<file path="config.mk">
export PLATFORM = sky130hd
export DESIGN_NAME = data_mem_responder
export DESIGN_NICKNAME = d
export VERILOG_FILES = /design/src/rtl/data_mem_responder.sv
export SDC_FILE = /design/constraint.sdc
export NUM_CORES = 2
export LEC_CHECK = 0
export ABC_AREA = 1
export CORE_UTILIZATION = 45
export CTS_BUF_LIST = sky130_fd_sc_hd__clkbuf_16
export CTS_CLUSTER_DIAMETER = 200
export DETAILED_ROUTE_END_ITERATION = 6
export PLACE_DENSITY = 0.72
export REMOVE_ABC_BUFFERS = 1
export SYNTH_ARGS = -nofsm -noshare
export SYNTH_HDL_FRONTEND = slang
export SYNTH_SLANG_ARGS = --single-unit
</file>
<file path="constraint.sdc">
create_clock -name clock -period 13.7 [get_ports clock]
set_input_delay 2.74 -clock clock [delete_from_list [all_inputs] [get_ports clock]]
set_output_delay 2.74 -clock clock [all_outputs]
set_load 0.01 [all_outputs]
</file>
<file path="src/rtl/data_mem_responder.sv">
// rtl/data_mem_responder.sv - wait-stated word RAM responder with a 16-bit test register
//
// Purpose: accepts one read/write request at a time, inserts WAIT_CYCLES wait
// states, then answers with a single-cycle ack. Word RAM occupies byte
// addresses 0 .. DEPTH_WORDS*4-1; a 16-bit test register lives at TEST_ADDR.
// Misaligned or unmapped accesses complete with err=1, rdata=0 and no update.
//
// Ports:
//   clock       rising-edge system clock
//   reset       asynchronous, active-high reset
//   req         request strobe, sampled only in IDLE
//   we          1 = write, 0 = read (qualified by req)
//   addr        byte address (qualified by req)
//   wdata       write data (qualified by req)
//   rdata       registered read response data
//   ack         registered one-cycle response pulse
//   err         error flag, valid with ack
//   test_value  registered test register contents
module data_mem_responder #(
  parameter int          WAIT_CYCLES = 2,
  parameter int          DEPTH_WORDS = 64,
  parameter logic [31:0] TEST_ADDR   = 32'h0000_0100
) (
  input  logic        clock,
  input  logic        reset,
  input  logic        req,
  input  logic        we,
  input  logic [31:0] addr,
  input  logic [31:0] wdata,
  output logic [31:0] rdata,
  output logic        ack,
  output logic        err,
  output logic [15:0] test_value
);

  localparam int          AW        = $clog2(DEPTH_WORDS);
  localparam logic [3:0]  WAIT_INIT = 4'(WAIT_CYCLES);
  localparam logic [31:0] RAM_BYTES = 32'(DEPTH_WORDS * 4);

  typedef enum logic [1:0] {IDLE, WAIT, RESP} state_t;

  state_t      state, state_nxt;
  logic [3:0]  cnt;
  logic        we_q;
  logic [31:0] addr_q;
  logic [31:0] wdata_q;

  logic [31:0] mem [DEPTH_WORDS];

  // With zero wait states the response is produced on the accepting edge, so
  // the operation must be taken from the live inputs while still in IDLE.
  logic          op_we;
  logic [31:0]   op_addr;
  logic [31:0]   op_wdata;
  logic          addr_ok;
  logic          is_test;
  logic [AW-1:0] word_idx;
  logic          go_resp;
  logic          ram_we;

  always_ff @(posedge clock or posedge reset) begin
    if (reset) begin
      state <= IDLE;
    end else begin
      state <= state_nxt;
    end
  end

  always_comb begin
    state_nxt = state;
    case (state)
      IDLE: begin
        if (req) begin
          state_nxt = (WAIT_CYCLES == 0) ? RESP : WAIT;
        end
      end
      WAIT: begin
        if (cnt == 4'd1) begin
          state_nxt = RESP;
        end
      end
      RESP:    state_nxt = IDLE;
      default: state_nxt = IDLE;
    endcase
  end

  always_comb begin
    op_we    = (state == IDLE) ? we    : we_q;
    op_addr  = (state == IDLE) ? addr  : addr_q;
    op_wdata = (state == IDLE) ? wdata : wdata_q;
    is_test  = (op_addr == TEST_ADDR);
    addr_ok  = (op_addr[1:0] == 2'b00) && ((op_addr < RAM_BYTES) || is_test);
    word_idx = op_addr[AW+1:2];
    // RESP is entered from IDLE or WAIT only, never from itself.
    go_resp  = (state_nxt == RESP) && (state != RESP);
    // Gated by reset so a zero-wait request seen during reset cannot write.
    ram_we   = go_resp && addr_ok && op_we && !is_test && !reset;
  end

  always_ff @(posedge clock or posedge reset) begin
    if (reset) begin
      cnt        <= 4'd0;
      we_q       <= 1'b0;
      addr_q     <= 32'd0;
      wdata_q    <= 32'd0;
      ack        <= 1'b0;
      err        <= 1'b0;
      rdata      <= 32'd0;
      test_value <= 16'd0;
    end else begin
      if (state == IDLE && req) begin
        we_q    <= we;
        addr_q  <= addr;
        wdata_q <= wdata;
        cnt     <= WAIT_INIT;
      end else if (state == WAIT) begin
        cnt <= cnt - 4'd1;
      end

      ack <= go_resp;
      err <= go_resp && !addr_ok;

      if (go_resp) begin
        if (!addr_ok) begin
          rdata <= 32'd0;
        end else if (!op_we) begin
          rdata <= is_test ? {16'h0000, test_value} : mem[word_idx];
        end else if (is_test) begin
          test_value <= op_wdata[15:0];
        end
      end
    end
  end

  // RAM has no reset; contents survive reset by design.
  always_ff @(posedge clock) begin
    if (ram_we) begin
      mem[word_idx] <= op_wdata;
    end
  end

endmodule

</file>
Yosys cells after proc, flatten, opt, wreduce, memory -nomap -nowiden
Memory sizes are Yosys's and may differ from the RTL's. Cells that the tools add are included.

Bits in writable memories: 2048. Logic and storage cells: 48. Flip-flop bits (word level): 121. Memories: 1.

Muxes and demuxes: 13. Reductions and logical operators: 17. Eq/ne operators: 6. Order comparisons: 1. $add $sub $neg: 1.

Memories: mem (words 64, width 32, read ports 1, clocked after Yosys merged registers in 0, write ports 1, line 48) `logic [31:0] mem [DEPTH_WORDS];`.

Operators by type and width (number): two-way mux 32 bit (5); equality test 32 x 9 -> 1 bit, second input constant (1); < comparator 32 x 9 -> 1 bit, second input constant (1); logical AND 1 bit (8); two-way mux 4 bit (2); equality test 4 x 1 -> 1 bit, second input constant (1); logical NOT 2 bit (2); two-way mux 2 bit (2); != test 2 bit, second input constant (2); case mux 2 bit (2 select lines) (1); AND reduction 4 bit (1); subtractor 4 x 1 -> 4 bit, second input constant (1); logical NOT 1 bit (3); two-way mux 1 bit (3); equality test 2 x 1 -> 1 bit, second input constant (1); equality test 2 bit, second input constant (1); AND reduction 2 bit (1); nonzero test 2 bit (1); logical OR 1 bit (1).

Logic depth before layout (Yosys ltp)
Word-level depth: 11. Gate-level depth with buffers: 20. Mapped depth without buffers: 16.

Worst setup path before layout
No wires, ideal clock.

Path kind: input-to-reg. From: in wdata[0]. To: mem mem[0][0], data pin. Setup slack: 7.630 ns. Arrival: 5.358 ns. Stages on the path: 2. Cells stage by stage: inv_1 -> o21ai_0.

Cells in the longest elaborated chain, start to end: 1.

Ends and longest elaborated chain: start, declared (line 29) `input logic [31:0] wdata,`; two-way mux 32 bit (line 90) `op_wdata = (state == IDLE) ? wdata : wdata_q;`; named net op_wdata[0] (line 54) `logic [31:0] op_wdata;`; end, declared (line 48).

The timed path passes the listed nets, and every way through them passes these cells.

Worst setup path after layout
From: in addr[3]. To: mem mem[25][14], enable pin.

Cells in the longest elaborated chain, start to end: 10. Elaborated cells on any way between the ends: 12.

Ends and longest elaborated chain: start, declared (line 28) `input logic [31:0] addr,`; two-way mux 32 bit (*) (line 89) `op_addr = (state == IDLE) ? addr : addr_q;`; < comparator 32 x 9 -> 1 bit / equality test 32 x 9 -> 1 bit (equally long branches) (line 92, 91); logical OR 1 bit (line 92) `addr_ok = (op_addr[1:0] == 2'b00) && ((op_addr < RAM_BYTES) || is_test);`; logical AND 1 bit (line 92); logical AND 1 bit (4 in a row) (line 97) `ram_we = go_resp && addr_ok && op_we && !is_test && !reset;`; two-way mux 1 bit (line 137) `if (ram_we) begin`; two-way mux 1 bit (not written as such) (line 138) `mem[word_idx] <= op_wdata;`.

Mark *: on every way between the ends. The rest lies on a longest branch, timed or not.

==> key figures <==
CTS
  • Clk root buf: clkbuf_16
  • Clk Latency, worst-skew pair: 860 ps
  • Clock transition at path regs: 60 ps
  • H-tree depth: 4
  • Clock Tree Buf Depth: 3
  • Clock sink count: 2169
  • CTS buffer count: 208
  • Post-CTS Setup Bufs: 0
  • CTS tree: done
  • # hold bufs at CTS: 0
  • CTS resizes: 0

Placement
  • Area after DPL: 91800 um^2
  • Dpl cells: 10048
  • HPWL Detailed: 159000 um
  • Worst Setup Slack post-DPL: 5280 ps
  • Routability congestion estimate: 0.957
  • IO Port Bufs: 117

Drt
  • Drt wl/cell: 26.0 um
  • WL final: 272000 um
  • Vias per std cell: 5.80
  • Antenna-violating nets left: 0
  • Vias: 60589
  • DRC Markers: 0
  • TritonRoute pass-1 iters: 6
  • DR iter-0 viols: 10195

Logic synthesis
  • Largest cells by area after synthesis: edfxtp_1 (70%), nand2_1 (11%), nor2_1 (4.7%), o21ai_0 (3.6%), dfrtp_1 (3.5%)
  • Avg Cell Area, Syn: 11.3 um^2
  • Synth cell types: 34
  • Gate Count Post-Synth: 7732
  • Mapped cell area: 87500 um^2
  • Post-synth top area share: 0.703
  • Yosys top cell by area: edfxtp_1
  • Yosys reg bits: 2169
  • Sequential area share after synthesis: 0.737
  • Synth Warn #: 0

Layout
  • P&R area growth vs syn: 12.3%
  • Layout Nets: 7802
  • Post-Layout Cell Count: 10438
  • Finished Cell Area: 98300 um^2
  • Share of cells above drive strength 1: 0.0643

Floorplan
  • Row count: 161
  • Die area: 196000 um^2
  • Number of top-level pins: 118
  • Core area: 193000 um^2
  • Initial core utilization: 0.454
  • Die Width: 443 um
  • Die span in y: 443 um

STA
  • Tcrit/Tclk final: 0.568
  • Hold Violations, Final: 0
  • Worst-Margin Slew: 1320 ps
  • Fin worst setup slack: 5920 ps
  • Highest clock rate: 0.128 GHz
  • Fin crit period: 7780 ps
  • RSZ-0062 raised after global routing: no
  • Final Skew: 50.6 ps
  • Setup TNS: 0 ps
  • Final setup fails: 0
  • Max transition margin: 0.110
  • Max-slew violations: 0

Global routing
  • Grt met2 use: 0.404
  • Initial antenna violation count: 15
  • M3 GR Usage: 0.0665
  • GR Layer Usage met1: 0.371
  • Grt peak-use layer: met2
  • Vias in the first global route: 56609
  • GRT Util Overall: 0.272
  • First-pass GRT wire length: 387000 um
  • Largest net degree at the start of global routing: 195
  • Gr ovfl total: 0

Run
  • Max cap viols: 0

Status
  • Outcome: completed

Power
  • Leakage: 36.3 nW
  • VDD IR-drop max: 0.247 mV
  • PwrDens: 251 nW/um^2

Setup path
  • Critical path peak fanout: 45
  • Critical Path RT: 14130 ps
  • Worst Setup Start Kind: input port
  • WS Path Type: in2reg
  • Critical Path End Type: register
  • Worst path arrival time: 8210 ps

Hold path
  • Hold Path Class: reg2reg
per-stage QoR:
stage / util / hold slack, ps / power, mW
finish: 0.510 / 473 / 24.7
global route: 0.510 / 486 / 25.4
CTS: 0.510 / 473 / 24.3
detailed placement: 0.476 / 466 / 18.9
global placement: 0.476 / 460 / 18.7
floorplan: - / 439 / 15.7
sequential cells by signal, indices dropped and copies added (netlist names):
name,cells
ack,1
addr_q,32
cnt,4
err,1
mem,2048
rdata,32
state,2
test_value,16
wdata_q,32
we_q,1
cell usage in the layout (no fill, tap or decap), types with 32 or more instances in the layout:
cell	n
edfxtp_1	2048
buf_4	85
clkinv_2	36
nand2_1	2620
nor2_1	1018
o21ai_4	32
clkdlybuf4s50_1	117
dfrtp_1	121
nand4_1	54
o21ai_0	599
nor2_4	71
clkinv_1	58
clkbuf_16	209
nand3_1	547
inv_1	175
critical path: stages:
cell and delay [ps]:
clkdlybuf4s50_1 450, nand2_1 130, nand2_4 190, buf_4 440
nor2_4 530, nand2_1 320, nor2_2 220, nand3_4 250
nand2_4 210, nand4_4 260, clkinv_2 300, nand3b_2 890
nor2_4 1200
Yosys cell counts:
cell type	number
nand2_1	2627
edfxtp_1	2048
nor2_1	1087
o21ai_0	631
nand3_1	547
clkbuf_1	221
buf_2	146
inv_1	125
dfrtp_1	121
nand4_1	54
buf_1	38
o21ai_1	27
buf_4	14
nand3b_2	8
nor3_1	8
nor2_4	3
o21ai_2	3
a21oi_1	2
ha_1	2
nand2_2	2
nand3_4	2
nand4_4	2
nor2_2	2
o22ai_1	2
a21boi_0	1
and3_1	1
buf_6	1
clkinv_2	1
inv_2	1
nand2_4	1
nor2b_1	1
nor4_1	1
o211ai_1	1
xnor2_1	1
report_power, final:
group / switching, mW / total (mW) / internal (mW)
combinational: 8.63 / 10.6 / 1.93
clock: 2.51 / 5.49 / 2.98
sequential: 0.0517 / 8.65 / 8.59
total: 11.2 / 24.7 / 13.5
area by class of cell:
type | count | area (um^2)
Antenna cell | 6 | 15.0
Timing Repair Buffer | 210 | 1970
Sequential cell | 2169 | 64500
Multi-Input combinational cell | 5016 | 21700
Clock inverter | 175 | 1200
Tap cell | 2526 | 3160
Clock buffer | 209 | 5230
Fill cell | 15963 | 94500
Inverter | 127 | 483
worst paths after layout:
check / from / endpoint / slack, ps / cells after the start
max: addr[3] / mem[25][14]$_DFFE_PP_ / 5920 / 13
min: cnt[3]$_DFFE_PP0P_ / cnt[3]$_DFFE_PP0P_ / 470 / 1
max reg2reg: state[1]$_DFF_PP0_ / mem[25][14]$_DFFE_PP_ / 7200 / 13
min reg2reg: cnt[3]$_DFFE_PP0P_ / cnt[3]$_DFFE_PP0P_ / 470 / 1
max in group asynchronous: reset / addr_q[14]$_DFFE_PP0P_ / 9750 / 3
min in group asynchronous: reset / rdata[8]$_DFFE_PP0P_ / 2610 / 2
cells by family (layout without fill, tap and decap cells):
family | count (synthesis) | after routing | share of synthesized area
AOI/OAI and AO/OA | 667 | 667 | 0.0384
DFF | 2169 | 2169 | 0.737
adders and majority gates | 2 | 2 | 0.000286
and+or+nand+nor | 4346 | 4346 | 0.198
xor gates and xnor gates | 1 | 1 | 0.000100
buffers and inverters | 547 | 721 | 0.0262
other | 0 | 6 | 0
routing by layer:
metal  vias to the layer above  wire [um]
met3                       627      35900
li1                      26361          -
met2                      4011     121000
met1                     29584      99700
met4                         6      15300
met5                         -        197
Power figures use the tool's default switching activity.
